File: src/rtl/config_commit_ctrl.sv
// ============================================================================
// Module : config_commit_ctrl
// Brief  : Collects SPI bytes into a shadow word and commits it to config_out
//          on the next frame_start. Build option: CONFIG_CHECKSUM_EN.
// Rev    : 1.0 - initial release
// ============================================================================
`default_nettype none

module config_commit_ctrl #(
  parameter logic [31:0] RESET_CONFIG   = 32'hBBFC0000,
  parameter int unsigned TIMEOUT_CYCLES = 1023
) (
  input  logic        clk,
  input  logic        rst,
  input  logic        ss,
  input  logic        byte_valid,
  input  logic [7:0]  byte_data,
  input  logic        frame_start,
  output logic [31:0] config_out,
  output logic        commit,
  output logic        char_wr,
  output logic        frame_err,
  output logic        overrun,
  output logic        busy
);

  localparam int unsigned TMO_W = (TIMEOUT_CYCLES < 2) ? 1 : $clog2(TIMEOUT_CYCLES + 1);
  localparam logic [TMO_W-1:0] c_tmo_limit = TMO_W'(TIMEOUT_CYCLES);
`ifdef CONFIG_CHECKSUM_EN
  localparam logic [2:0] c_last_idx = 3'd4;
`else
  localparam logic [2:0] c_last_idx = 3'd3;
`endif

  typedef enum logic [1:0] {
    IDLE    = 2'd0,
    COLLECT = 2'd1,
    PENDING = 2'd2
  } state_t;

  state_t           state_q, state_d;
  logic [31:0]      shadow_q, shadow_d;
  logic [31:0]      cfg_q, cfg_d;
  logic [2:0]       cnt_q, cnt_d;
  logic [TMO_W-1:0] tmo_q, tmo_d;
  logic             commit_q, commit_d;
  logic             char_wr_q, char_wr_d;
  logic             frame_err_q, frame_err_d;
  logic             overrun_q, overrun_d;
  logic [TMO_W-1:0] w_tmo_inc;

  assign w_tmo_inc = tmo_q + 1'b1;

`ifdef CONFIG_CHECKSUM_EN
  logic [7:0] w_xor;
  assign w_xor = shadow_q[31:24] ^ shadow_q[23:16] ^ shadow_q[15:8] ^ shadow_q[7:0];
`endif

  always_ff @(posedge clk or posedge rst) begin
    if (rst) begin
      state_q     <= IDLE;
      shadow_q    <= '0;
      cfg_q       <= RESET_CONFIG;
      cnt_q       <= '0;
      tmo_q       <= '0;
      commit_q    <= 1'b0;
      char_wr_q   <= 1'b0;
      frame_err_q <= 1'b0;
      overrun_q   <= 1'b0;
    end else begin
      state_q     <= state_d;
      shadow_q    <= shadow_d;
      cfg_q       <= cfg_d;
      cnt_q       <= cnt_d;
      tmo_q       <= tmo_d;
      commit_q    <= commit_d;
      char_wr_q   <= char_wr_d;
      frame_err_q <= frame_err_d;
      overrun_q   <= overrun_d;
    end
  end

  always_comb begin
    state_d     = state_q;
    shadow_d    = shadow_q;
    cfg_d       = cfg_q;
    cnt_d       = cnt_q;
    tmo_d       = tmo_q;
    commit_d    = 1'b0;
    char_wr_d   = 1'b0;
    frame_err_d = 1'b0;
    overrun_d   = 1'b0;

    unique case (state_q)
      IDLE: begin
        if (!ss) begin
          state_d  = COLLECT;
          cnt_d    = '0;
          tmo_d    = '0;
          shadow_d = '0;
        end
      end

      COLLECT: begin
        if (ss) begin
          frame_err_d = 1'b1;
          shadow_d    = '0;
          state_d     = IDLE;
        end else if (byte_valid) begin
          tmo_d = '0;
          cnt_d = cnt_q + 3'd1;
`ifdef CONFIG_CHECKSUM_EN
          // Fifth byte is only compared, never shifted into the word.
          if (cnt_q == c_last_idx) begin
            if (byte_data == w_xor) begin
              state_d = PENDING;
            end else begin
              frame_err_d = 1'b1;
              shadow_d    = '0;
              state_d     = IDLE;
            end
          end else begin
            shadow_d = {shadow_q[23:0], byte_data};
          end
`else
          shadow_d = {shadow_q[23:0], byte_data};
          if (cnt_q == c_last_idx) begin
            state_d = PENDING;
          end
`endif
        end else if (w_tmo_inc == c_tmo_limit) begin
          frame_err_d = 1'b1;
          shadow_d    = '0;
          state_d     = IDLE;
        end else begin
          tmo_d = w_tmo_inc;
        end
      end

      PENDING: begin
        overrun_d = byte_valid;
        if (frame_start) begin
          cfg_d     = shadow_q;
          commit_d  = 1'b1;
          char_wr_d = shadow_q[21];
          state_d   = IDLE;
        end
      end

      default: state_d = IDLE;
    endcase
  end

  assign config_out = cfg_q;
  assign commit     = commit_q;
  assign char_wr    = char_wr_q;
  assign frame_err  = frame_err_q;
  assign overrun    = overrun_q;
  assign busy       = (state_q != IDLE);

endmodule

`default_nettype wire

File: config.mk
export PLATFORM = sky130hd
export DESIGN_NAME = config_commit_ctrl
export DESIGN_NICKNAME = d
export VERILOG_FILES = /design/src/rtl/config_commit_ctrl.sv
export SDC_FILE = /design/constraint.sdc
export NUM_CORES = 1
export LEC_CHECK = 0
export BUFFER_PORTS_ARGS = -buffer_cell sky130_fd_sc_hd__buf_2
export CORE_ASPECT_RATIO = 1.2
export CORE_MARGIN = 3
export CORE_UTILIZATION = 45
export DETAILED_ROUTE_END_ITERATION = 8
export GPL_TIMING_DRIVEN = 0
export PLACE_DENSITY = 0.67
export SLEW_MARGIN = 20
export SYNTH_ARGS = -nofsm -noshare
export SYNTH_HDL_FRONTEND = slang
export SYNTH_SLANG_ARGS = --single-unit
File: constraint.sdc
create_clock -name clk -period 2.55 [get_ports clk]
set_input_delay 0.3825 -clock clk [delete_from_list [all_inputs] [get_ports clk]]
set_output_delay 0.3825 -clock clk [all_outputs]
set_load 0.03 [all_outputs]
Word-level counts from Yosys, hierarchy flattened
Cells that the tools add are included.
{"block": "classes", "addsub": 2, "eq_ne": 11, "mux": 30, "n_reduce_logical": 8}
{"operator": "2-to-1 mux 32 bit", "n": 4}
{"operator": "case mux 32 bit (2 select lines)", "n": 1}
{"operator": "2-to-1 mux 10 bit", "n": 4}
{"operator": "case mux 10 bit (2 select lines)", "n": 1}
{"operator": "2-to-1 mux 2 bit", "n": 6}
{"operator": "AND reduction 4 bit", "n": 3}
{"operator": "adder 10 x 1 -> 10 bit, second input constant", "n": 1}
{"operator": "equality test 10 bit, second input constant", "n": 1}
{"operator": "2-to-1 mux 1 bit", "n": 9}
{"operator": "2-to-1 mux 3 bit", "n": 3}
{"operator": "inequality test 2 bit, second input constant", "n": 4}
{"operator": "inequality test 4 bit, second input constant", "n": 2}
{"operator": "case mux 2 bit (3 select lines)", "n": 1}
{"operator": "case mux 3 bit (2 select lines)", "n": 1}
{"operator": "nonzero test 2 bit", "n": 2}
{"operator": "adder 3 x 1 -> 3 bit, second input constant", "n": 1}
{"operator": "equality test 3 x 2 -> 1 bit, second input constant", "n": 1}
{"operator": "inequality test 3 bit, second input constant", "n": 1}
{"operator": "AND reduction 3 bit", "n": 1}
{"operator": "equality test 2 x 1 -> 1 bit, second input constant", "n": 1}
{"operator": "equality test 2 bit, second input constant", "n": 1}
{"operator": "zero test 2 bit", "n": 1}
{"operator": "AND reduction 2 bit", "n": 1}
{"block": "word_totals", "reg_bits": 83, "in_bits": 13, "output_inout_bits": 37, "elab_cells": 60}

Depth between registers and ports, before layout
{"block": "depth", "depth_word": 6, "depth_mapped": 8, "ltp_nobuf": 7}

Least setup slack after synthesis
Ideal clock, no wire load.
{"block": "synth_path", "kind": "reg-to-reg", "from": "register tmo_q[0]", "to": "register tmo_q[6]", "setup_time_ps": 92, "arrival_ps": 1930, "t_required_ps": 2458, "setup_slack_ps": 528, "stages_incl_launch_ff": 8, "n_path_buf": 1, "synth_period_minus_slack_ps": 2022, "cell_sequence": "dfrtp_1 -> ha_1 -> and3_1 -> and4_2 -> o2111ai_2 -> o21ai_4 -> buf_6 -> o31ai_2"}
{"block": "synth_via", "elab_chain_len": 5, "elab_cells_between_ends": 8, "cone_classes": "add/sub (1); eq/ne (2); mux (4); reduce/logical (1)"}
{"element": "start, declared", "line": "45", "text": "logic [TMO_W-1:0] tmo_q, tmo_d;"}
{"element": "start signal, assigned", "line": "75", "text": "tmo_q <= tmo_d;"}
{"element": "adder 10 x 1 -> 10 bit (*)", "line": "52", "text": "assign w_tmo_inc = tmo_q + 1'b1;"}
{"element": "parallel branches: the longest is 4 deep, another holds equality test 10 bit"}
Every way passes the cells marked *. The select of a mux whose other input is x is not followed.
A chain may end at the register's enable or synchronous reset.

Final worst setup path
{"block": "layout_path", "from": "register tmo_q[0]", "to": "register tmo_q[8]"}
The elaborated chain is that of the path after synthesis.

==> impl_metrics.env <==
export IMPL_fin_nets=436
export IMPL_setup_ws_ns=0.231
export IMPL_dp_cells=522
export IMPL_syn_avg_cell_area_um2=10.5
export IMPL_start_util=0.464
export IMPL_p_per_area_nw_per_um2=558
export IMPL_antenna_found_initial=0
export IMPL_rr_worst_depth=7
export IMPL_r2r_end="tmo_q[8]"
export IMPL_netlist_area_um2=3780
export IMPL_instances_no_fill=538
export IMPL_ys_warn_count=0
export IMPL_synth_common_cells="71 x dfrtp_1, 44 x nand2_1, 38 x inv_1, 32 x a22oi_1, 27 x o21ai_1"
export IMPL_synthSimpleGateAreaFrac=0.0990
export IMPL_grt_max_degree=53
export IMPL_synth_largest_area_cell="dfrtp_1"
export IMPL_slew_headroom=0.617
export IMPL_endpoint="tmo_q[8]"
export IMPL_r2r_start="tmo_q[0]"
export IMPL_synthAdderAreaFrac=0.0132
export IMPL_worstSetupPathType="reg -> reg"
export IMPL_ios=50
export IMPL_first_iter_violations=102
export IMPL_die_w_um=89.7
export IMPL_core_area_um2=8150
export IMPL_period_minus_slack_ns=2.32
export IMPL_grt_pass1_vias=2824
export IMPL_clock_latency_ns=0.35
export IMPL_post_cts_buffers=0
export IMPL_areaGrowthSynthToFinish_pct=15.5
export IMPL_startpoint="tmo_q[0]"
export IMPL_num_vias=2817
export IMPL_antenna_diode_count=0
export IMPL_hold_path_class="in -> async"
export IMPL_gp_congestion=0.821
export IMPL_htree_num_levels=3
export IMPL_viasPerCell=5.24
export IMPL_finalHoldViolCount=0
export IMPL_synth_distinct_cells=53
export IMPL_synth_xor_area_share=0.00232
export IMPL_status="finished, final reports clean"
export IMPL_cts_buffer_depth=2
export IMPL_max_cap_viol_count=0
export IMPL_synthCells=359
export IMPL_synth_seq_cells=83
export IMPL_dp_hpwl_mm=5.96
export IMPL_path_max_fanout=10
export IMPL_hold_buffers=0
export IMPL_drive_above_1_share=0.290
export IMPL_numClockSinks=83
export IMPL_yosys_top_cells_area="dfrtp_1 47%, dfstp_2 8.3%, a22oi_1 6.4%"
export IMPL_synth_top_family_by_area="compound AO/OA/AOI/OAI gates"
export IMPL_crit_path_start_kind="flip-flop"
export IMPL_final_util=0.535
export IMPL_cellLeakagePower_nw=1.91
export IMPL_worstSetupEndpointType="flip-flop"
export IMPL_cts_tree="yes"
export IMPL_synth_seq_area_share=0.553
export IMPL_final_setup_tns_ns=0
export IMPL_yosysMostFrequentCell="dfrtp_1"
export IMPL_drt_pass1_iterations=4
export IMPL_port_buffers=48
export IMPL_overflow=0
export IMPL_synth_fp_nets=376
export IMPL_clock_fmax_ghz=0.431
export IMPL_required_ns=2.78
export IMPL_die_area_um2=9540
export IMPL_muxShareOfSynthArea=0.00530
export IMPL_placed_area_um2=4190
export IMPL_async_reset_ff_frac=1.00
export IMPL_numCtsBuffers=9
export IMPL_ant_nets=0
export IMPL_drt_total_wl_mm=8.32
export IMPL_finalCritPeriodShare=0.909
export IMPL_netlist_area_leader_share=0.470
export IMPL_total_power_mw=2.44
export IMPL_dp_slack_ns=0.241
export IMPL_num_rows=36
export IMPL_die_height_um=106
export IMPL_regToRegSetupSlack_ns=0.23
export IMPL_clock_skew_ns=0.0100
export IMPL_drc=0
export IMPL_finalSetupViolCount=0
export IMPL_slew_viol_final=0
export IMPL_path_clk_slew_ns=0.08
export IMPL_design_area_um2=4370
export IMPL_wl_per_cell_um=15.5
export IMPL_grt_setup_unrepaired="no"
export IMPL_vdd_drop_max_uv=239
export IMPL_n_fill_cell=746
export IMPL_grt_pass1_wl_mm=14.2
export IMPL_clockRootBuffer="clkbuf_8"
export IMPL_cp_arrival_ns=2.55
export IMPL_worstMarginPinSlew_ns=0.573
export IMPL_synth_enable_flop_cells=0
export IMPL_whs_ns=0.0360
export IMPL_synth_compound_area_frac=0.257
export IMPL_post_cts_resized=0
export IMPL_grtUsageTotal=0.194
export IMPL_synth_ff_type="dfrtp_1"
[layout by cell type, fill, tap and decap left out, drive strengths merged, types with 2 or more instances in the layout]
master / Yosys / routed
a21o: 2 / 2
a21oi: 5 / 5
a22oi: 32 / 32
buf: 7 / 56
clkbuf: 14 / 28
clkinv: 0 / 2
dfrtp: 71 / 71
dfstp: 12 / 12
ha: 4 / 4
inv: 39 / 39
mux2i: 2 / 2
nand2: 44 / 44
nand2b: 2 / 2
nand3: 4 / 4
nor2: 9 / 9
nor2b: 3 / 3
o21ai: 74 / 74
o2bb2ai: 2 / 2
o31ai: 5 / 5
o32ai: 2 / 2
o41ai: 2 / 2
or2: 3 / 3
[sequential cells by signal, indices dropped and copies added (netlist names)]
signal / count
config_out: 32
shadow_q: 32
tmo_q: 10
cnt_q: 3
state_q: 2
char_wr: 1
commit: 1
frame_err: 1
overrun: 1
[layer usage]
metal / up-vias / global-route usage / part of all wire
met2: 52 / 0.296 / 0.51
met4: 0 / 0.0851 / 0.021
met5: - / 0 / 0
met1: 1387 / 0.264 / 0.44
li1: 1366 / - / -
met3: 12 / 0.0380 / 0.033
[worst max-delay path, stage by stage, from the launching register on]
cell       delay [ns]
dfrtp_1          0.49
ha_1             0.30
and3_1           0.26
and4_2           0.28
o2111ai_2        0.23
o21ai_4          0.33
buf_6            0.22
o31ai_2          0.08
[how the worst min path moves through the flow]
stage / end / slack (ns) / depth (start not counted)
5_1_grt: tmo_q[0] / 0.06 / 2
3_3_place_gp: config_out[29] / 0.45 / 2
2_1_floorplan: cnt_q[1] / 0.47 / 2
3_5_place_dp: overrun / 0.43 / 2
6_report: shadow_q[3] / 0.04 / 2
4_1_cts: tmo_q[5] / 0.04 / 2
[power by group]
part | internal (mW) | switching (mW) | total [mW]
clock network | 0.406 | 0.442 | 0.848
logic | 0.0688 | 0.131 | 0.200
registers | 1.35 | 0.0419 | 1.39
total | 1.82 | 0.615 | 2.44
[cell type report]
type / count / area, µm² / share of cell area
Buffer: 21 / 118 / 0.0269
Timing Repair Buffer: 49 / 268 / 0.0613
Inverter: 39 / 149 / 0.0341
Multi-Input combinational cell: 216 / 1420 / 0.326
Sequential cell: 83 / 2090 / 0.479
Tap cell: 114 / 143 / 0.0327
Clock buffer: 14 / 163 / 0.0373
Clock inverter: 2 / 10.0 / 0.00229
[cells by family (layout without fill, tap and decap cells)]
kind of cell / after synthesis / in the layout
mux: 2 / 2
flops: 83 / 83
xor+xnor: 1 / 1
buf+inv: 60 / 125
simple gates: 76 / 76
compound gates: 133 / 133
fa+ha+maj: 4 / 4
Power figures use the tool's default switching activity.
